--- src/rtl/apb_mem_slave.sv ---
// APB memory slave: DEPTH words of DATA_W bits, byte-lane writes, a
// programmable number of wait states per transfer, and an error response
// for word indices beyond DEPTH. Every output comes straight from a flop.
module apb_mem_slave #(
    parameter int DATA_W = 32,
    parameter int ADDR_W = 8,
    parameter int DEPTH  = 64,
    parameter int WAIT_W = 4
) (
    input  logic                  pclk,
    input  logic                  presetn,
    input  logic [ADDR_W-1:0]     paddr,
    input  logic                  psel,
    input  logic                  penable,
    input  logic                  pwrite,
    input  logic [DATA_W-1:0]     pwdata,
    input  logic [DATA_W/8-1:0]   pstrb,
    input  logic [WAIT_W-1:0]     wait_cycles,
    output logic [DATA_W-1:0]     prdata,
    output logic                  pready,
    output logic                  pslverr
);

    localparam int NBYTES = DATA_W / 8;
    localparam int LSB    = $clog2(NBYTES);
    localparam int MIDX_W = (DEPTH > 1) ? $clog2(DEPTH) : 1;

    localparam logic [0:0] ST_IDLE   = 1'b0;
    localparam logic [0:0] ST_ACCESS = 1'b1;

    // True when the byte address selects a word that physically exists.
    function automatic logic in_range(input logic [ADDR_W-1:0] a);
        logic [63:0] ext;
        ext = 64'(a);
        return (ext >> LSB) < 64'(DEPTH);
    endfunction

    // Word index; the sub-word byte offset is simply dropped.
    function automatic logic [MIDX_W-1:0] word_idx(input logic [ADDR_W-1:0] a);
        return a[LSB +: MIDX_W];
    endfunction

    logic [0:0]        state_q;
    logic [WAIT_W-1:0] cnt_q;
    logic              pready_q;
    logic              pslverr_q;
    logic [DATA_W-1:0] prdata_q;

    // Transfer attributes captured in the setup cycle; the bus may change
    // freely afterwards without affecting the transfer in flight.
    logic [ADDR_W-1:0] addr_p0;
    logic              write_p0;
    logic [DATA_W-1:0] wdata_p0;
    logic [NBYTES-1:0] strb_p0;
    logic [WAIT_W-1:0] wait_p0;

    logic [DATA_W-1:0] mem [DEPTH];

    logic              setup;
    logic              hold;
    logic [WAIT_W-1:0] cnt_nxt;
    logic              rsp_fire;
    logic [ADDR_W-1:0] rsp_addr;
    logic              rsp_write;
    logic              rsp_ok;
    logic [DATA_W-1:0] rsp_rdata;
    logic              mem_we;

    // Decode setup/continuation and prepare the response registered for the
    // pready cycle. With zero wait states that cycle directly follows setup,
    // so the response then uses the live bus instead of the captured copy.
    always_comb begin
        setup     = (state_q == ST_IDLE) && psel && !penable;
        hold      = psel && penable;
        cnt_nxt   = cnt_q + WAIT_W'(1);
        rsp_fire  = 1'b0;
        if (setup && (wait_cycles == '0)) begin
            rsp_fire = 1'b1;
        end else if ((state_q == ST_ACCESS) && !pready_q && hold && (cnt_nxt == wait_p0)) begin
            rsp_fire = 1'b1;
        end
        rsp_addr  = setup ? paddr  : addr_p0;
        rsp_write = setup ? pwrite : write_p0;
        rsp_ok    = in_range(rsp_addr);
        rsp_rdata = '0;
        if (!rsp_write && rsp_ok) begin
            rsp_rdata = mem[word_idx(rsp_addr)];
        end
        mem_we    = (state_q == ST_ACCESS) && pready_q && write_p0 && !pslverr_q;
    end

    // Control: state, wait counter and the registered response outputs.
    always_ff @(posedge pclk or negedge presetn) begin
        if (!presetn) begin
            state_q   <= ST_IDLE;
            cnt_q     <= '0;
            pready_q  <= 1'b0;
            pslverr_q <= 1'b0;
            prdata_q  <= '0;
        end else begin
            pready_q  <= rsp_fire;
            pslverr_q <= rsp_fire && !rsp_ok;
            prdata_q  <= rsp_fire ? rsp_rdata : '0;
            case (state_q)
                ST_IDLE: begin
                    if (setup) begin
                        state_q <= ST_ACCESS;
                        cnt_q   <= '0;
                    end
                end
                default: begin
                    if (pready_q) begin
                        state_q <= ST_IDLE;
                    end else if (!hold) begin
                        state_q <= ST_IDLE;
                    end else begin
                        cnt_q <= cnt_nxt;
                    end
                end
            endcase
        end
    end

    // Capture the transfer attributes at the closing edge of the setup cycle.
    always_ff @(posedge pclk) begin
        if (setup) begin
            addr_p0  <= paddr;
            write_p0 <= pwrite;
            wdata_p0 <= pwdata;
            strb_p0  <= pstrb;
            wait_p0  <= wait_cycles;
        end
    end

    // Commit enabled byte lanes at the edge that closes the pready cycle.
    always_ff @(posedge pclk) begin
        if (mem_we) begin
            for (int i = 0; i < NBYTES; i++) begin
                if (strb_p0[i]) begin
                    mem[word_idx(addr_p0)][8*i +: 8] <= wdata_p0[8*i +: 8];
                end
            end
        end
    end

    assign prdata  = prdata_q;
    assign pready  = pready_q;
    assign pslverr = pslverr_q;

endmodule
--- config.mk ---
export PLATFORM = sky130hd
export DESIGN_NAME = apb_mem_slave
export DESIGN_NICKNAME = d
export VERILOG_FILES = /design/src/rtl/apb_mem_slave.sv
export SDC_FILE = /design/constraint.sdc
export NUM_CORES = 2
export LEC_CHECK = 0
export BUFFER_PORTS_ARGS = -buffer_cell sky130_fd_sc_hd__buf_2
export CAP_MARGIN = 5
export CELL_PAD_IN_SITES_DETAIL_PLACEMENT = 1
export CELL_PAD_IN_SITES_GLOBAL_PLACEMENT = 1
export CORE_ASPECT_RATIO = 0.9
export CORE_MARGIN = 5
export CORE_UTILIZATION = 53
export DETAILED_ROUTE_END_ITERATION = 10
export PLACE_DENSITY_LB_ADDON = 0.2
export REMOVE_ABC_BUFFERS = 1
export SLEW_MARGIN = 10
export SYNTH_ARGS = -nofsm -noshare
export SYNTH_HDL_FRONTEND = slang
export SYNTH_SLANG_ARGS = --single-unit
export TNS_END_PERCENT = 30
--- constraint.sdc ---
create_clock -name pclk -period 3.7 [get_ports pclk]
set_input_delay 0.185 -clock pclk [delete_from_list [all_inputs] [get_ports pclk]]
set_output_delay 0.185 -clock pclk [all_outputs]
set_load 0.03 [all_outputs]
==> impl_summary.txt <==
----------------------------------------------------
[Yosys]
  Warnings from Yosys ... 0
  Number of cells produced by synthesis ... between 6k and 7k
  Synth top area share ... 0.744
  Cell Area, Synth ... 84300 um2
  Most area-hungry cell type in the Yosys netlist ... sky130_fd_sc_hd__edfxtp_1
  Most used DFF post-synth ... sky130_fd_sc_hd__edfxtp_1
  Distinct cell type count of the synthesized netlist ... 48
  Post-synthesis area per instance ... 13.9 um2
  Number of flops mapped to enable cells by yosys ... 2088
  Ranking of synthesized cells by area ... sky130_fd_sc_hd__edfxtp_1, sky130_fd_sc_hd__nand2_1, sky130_fd_sc_hd__nand3_1, sky130_fd_sc_hd__a211oi_1, sky130_fd_sc_hd__a22oi_1
  Proportion of synthesized flip-flops having asynchronous set or reset ... 0.0178
  Sequential share of the synthesized area ... 0.757
  Number of flip-flops and latches in the synthesized netlist ... 2133

[Critical path]
  Endpoint of the most critical register-to-register path ... prdata[9]
  R2R cell count ... 10
  Maximum fanout encountered on the critical timing path ... 18
  Reg-to-Reg Start ... state_q
  Setup slack of the most critical reg-to-reg path ... 0.13 ns
  Critical path start-end classification ... register to register
  Setup crit end kind ... register
  CP Data Arrival Time ... 4.28 ns
  Worst Setup EP ... prdata[9]
  Worst Setup Start Kind ... register
  Worst setup path startpoint ... state_q
  Required time reported for the critical path endpoint ... 4.41 ns

[Power and ir drop]
  Power per unit of standard cell area ... about 570 nW/um2
  Share of total power consumed by net switching ... 0.266
  IR drop worst, VDD ... 0.441 mV
  Pint ... ~0.041 W
  Switching power of the nets ... 0.0148 W
  Power, Total ... approximately 0.056 W
  Comb pwr share ... 0.139
  Leak Pwr ... 33.0 nW
  Relative contribution of the clock network to total power ... 0.383
  Sequential group share of total power ... 0.478

[Clock network]
  Clk sink count ... between 2k and 2.5k
  Library cell used as clock root buffer ... sky130_fd_sc_hd__clkbuf_16
  Post-CTS setup buffers ... 0
  Worst-path clk slew ... 0.06 ns
  Number of H-tree branching levels ... 4
  Maximum clock path buffer count ... 3
  Insertion delay to the later sink of the worst-skew pair ... 0.87 ns
  Cts bufs inserted ... 208
  CTS tree ... built

[Timing]
  Worst hold slack across all endpoints ... ~0.055 ns
  Time the worst path needs with I/O delays and setup ... 3.57 ns
  Final setup fails ... 0
  RSZ-0062 raised after global routing ... no
  Layout Skew ... approximately 0.043 ns
  Measured slew at the worst slew-check pin ... 1.35 ns
  Relative slew margins ... 0.101
  Period Utilization, post-route ... 0.966
  Final-layout setup total negative slack ... 0 ns
  Count of pins over their slew limit ... 0
  Highest clock rate ... between 200 and 300 MHz
  Final number of hold-violating endpoints ... 0

[Placed design]
  HPWL after detailed placement ... 167000 um
  Number of port buffers ... 83
  Global placer's final weighted congestion ... 0.876
  Number of placed instances with taps included ... 8274

[Global routing]
  Global-route wire length before repair ... 397000 um
  All-Layer GR Usage ... 0.323
  GR Overflow Total ... 0
  Number of antenna violations at the first check in global routing ... 12
  Vias in the first global route ... 57.8k
  Largest net degree at the start of global routing ... 150

[Floorplanning]
  Number of I/O pins ... 87
  Initial core utilization ... 0.535
  Die height ... 388 um
  Die area ... 167000 um2
  Area of the placeable core ... 158000 um2
  Number of core rows ... 138
  Die Width ... 430 um

[Route]
  Antenna viol nets, final ... 0
  DRC violation count after routing ... 0
  Final Routed Wirelength ... approximately 270000 um
  Detailed-route via count ... approximately 56k
  WL/cell ... 31.3 um
  Pre-Repair DR Iteration Count ... 5
  Via-to-Cell Ratio ... 6.41
  Iter 0 DRT Violations ... just under 7k

[Layout]
  Filler cells ... 14.8k
  Area growth syn-to-layout ... 15.3%
  Net count, final ... around 6.5k
  Final standard cell count with taps included and fillers excluded ... 8731
  Final cell utilization of the core ... 0.617
  Fraction of layout cells with a size suffix above 1 ... 0.135

[Run]
  Number of violations of the max-capacitance limit ... 0

[Worst hold path]
  Worst min path class ... input port to asynchronous set/reset pin

[Run status]
  Outcome ... completed

----------------------------------------------------
worst min-delay path by stage:
stage	slack, ns	depth (start not counted)	end	from
2_1_floorplan	-0.11	0	cnt_q[0]	presetn
3_3_place_gp	0.36	1	wdata_p0[2]	pwdata[2]
3_5_place_dp	0.36	1	strb_p0[1]	pstrb[1]
4_1_cts	0.0005	2	wdata_p0[21]	pwdata[21]
5_1_grt	0.03	2	wdata_p0[21]	pwdata[21]
6_report	0.06	3	prdata[25]	presetn
through the flow:
step / setup WS [ns] / area, um2
6_report: 0.127 / 97200
5_1_grt: 0.0589 / 97200
4_1_cts: 0.166 / 97100
3_5_place_dp: 0.0753 / 89800
3_3_place_gp: 0.265 / 89800
2_1_floorplan: -31.28 / 82600
Yosys cell counts, types with 37 or more instances:
master and n:
sky130_fd_sc_hd__edfxtp_1 2088, sky130_fd_sc_hd__nand2_1 1242, sky130_fd_sc_hd__nand3_1 583, sky130_fd_sc_hd__clkbuf_1 319, sky130_fd_sc_hd__nor2_1 268, sky130_fd_sc_hd__a21oi_1 256, sky130_fd_sc_hd__a211oi_1 248, sky130_fd_sc_hd__a22oi_1 225
sky130_fd_sc_hd__mux2i_1 161, sky130_fd_sc_hd__inv_1 131, sky130_fd_sc_hd__a31oi_1 109, sky130_fd_sc_hd__buf_2 76, sky130_fd_sc_hd__o21ai_0 53, sky130_fd_sc_hd__dfrtp_1 38, sky130_fd_sc_hd__mux4_2 37
registers in the layout, summed over array words and instances (netlist names):
signal	flops
cnt_q	4
addr_p0	6
write_p0	1
prdata	32
strb_p0	4
wait_p0	4
mem	2048
pready	1
state_q	1
wdata_p0	32
worst max-delay path, stage by stage (launching register included):
cell and delay (ns):
sky130_fd_sc_hd__dfrtp_1 0.40, sky130_fd_sc_hd__or3b_4 0.51, sky130_fd_sc_hd__mux2i_4 0.38, sky130_fd_sc_hd__inv_8 0.16, sky130_fd_sc_hd__buf_12 0.20, sky130_fd_sc_hd__buf_4 0.17
sky130_fd_sc_hd__a211oi_1 0.35, sky130_fd_sc_hd__o21ai_0 0.21, sky130_fd_sc_hd__a32oi_1 0.43, sky130_fd_sc_hd__a41oi_1 0.25, sky130_fd_sc_hd__or3_1 0.38
final cells by class:
type                            count  area, um2  share of cell area
Sequential cell                  2133      63800               0.656
Multi-Input combinational cell   3368      18400               0.189
Clock buffer                      276       5570              0.0573
Timing Repair Buffer              596       5100              0.0525
Tap cell                         2100       2630              0.0270
Clock inverter                    114       1150              0.0118
Inverter                          136        528             0.00543
Antenna cell                        8       20.0            0.000206
power groups by stage:
stage	registers [W]	clock network (W)	logic, W
after CTS	0.0266	0.0214	0.00759
after floorplan	0.0272	0	0.00488
after detailed placement	0.0271	0	0.00743
after global placement	0.0271	0	0.00714
final	0.0266	0.0213	0.00772
after global routing	0.0265	0.0226	0.00813
cells in the final DEF, fill, tap and decap left out, types with 6 or more instances in the layout:
cell type                       Yosys  layout
sky130_fd_sc_hd__nand3_1          583     582
sky130_fd_sc_hd__nor2_1           268     260
sky130_fd_sc_hd__buf_2             76      83
sky130_fd_sc_hd__clkbuf_16          0     209
sky130_fd_sc_hd__a32oi_1           31      31
sky130_fd_sc_hd__dfxtp_1            7       6
sky130_fd_sc_hd__clkbuf_8           0       9
sky130_fd_sc_hd__clkinv_2           0      38
sky130_fd_sc_hd__a221oi_1          31      31
sky130_fd_sc_hd__nand2_1         1242    1238
sky130_fd_sc_hd__a211oi_1         248     248
sky130_fd_sc_hd__edfxtp_1        2088    2088
sky130_fd_sc_hd__inv_1            131     131
sky130_fd_sc_hd__buf_4              1     402
sky130_fd_sc_hd__a22oi_1          225     225
sky130_fd_sc_hd__clkbuf_1         319      58
sky130_fd_sc_hd__a31oi_1          109     109
sky130_fd_sc_hd__a21oi_1          256     256
sky130_fd_sc_hd__a41oi_1           31      31
sky130_fd_sc_hd__buf_12             0      52
sky130_fd_sc_hd__inv_6              0       9
sky130_fd_sc_hd__mux4_2            37      37
sky130_fd_sc_hd__dlygate4sd3_1      0      57
sky130_fd_sc_hd__o21ai_1           12      11
sky130_fd_sc_hd__o21ai_0           53      53
sky130_fd_sc_hd__diode_2            0       8
sky130_fd_sc_hd__bufinv_16          0      21
sky130_fd_sc_hd__clkinv_1           0      38
sky130_fd_sc_hd__nor2_4             0       8
sky130_fd_sc_hd__or3_1             32      32
sky130_fd_sc_hd__mux2i_1          161     161
sky130_fd_sc_hd__dfrtp_1           38      38
cells by family (layout without fill, tap and decap cells):
logic type	after synthesis	in the layout	synth area share
XOR/XNOR	6	6	0.000623
adder cells (fa/ha/maj)	1	1	0.000148
AO/OA/AOI/OAI	1009	1009	0.0804
AND/OR/NAND/NOR	2152	2152	0.106
buffers and inverters	563	1122	0.0266
other	1	9	0.0000445
multiplexers	199	199	0.0292
flip-flops	2133	2133	0.757
what timing repair did:
| action | in CTS | in global routing |
|---|---|---|
| hold buffers | 57 | 0 |
| gates resized for setup | 0 | 0 |
| hold endpoints to repair | 87 | 0 |
layer usage:
layer | GRT usage | routed length (um) | vias up
li1 | - | - | 23500
met1 | 0.432 | 104000 | 29000
met2 | 0.509 | 130000 | 2901
met3 | 0.0639 | 24700 | 570
met4 | 0.163 | 15100 | 2
met5 | 0 | 13 | -
(Power assumes the default switching activity.)
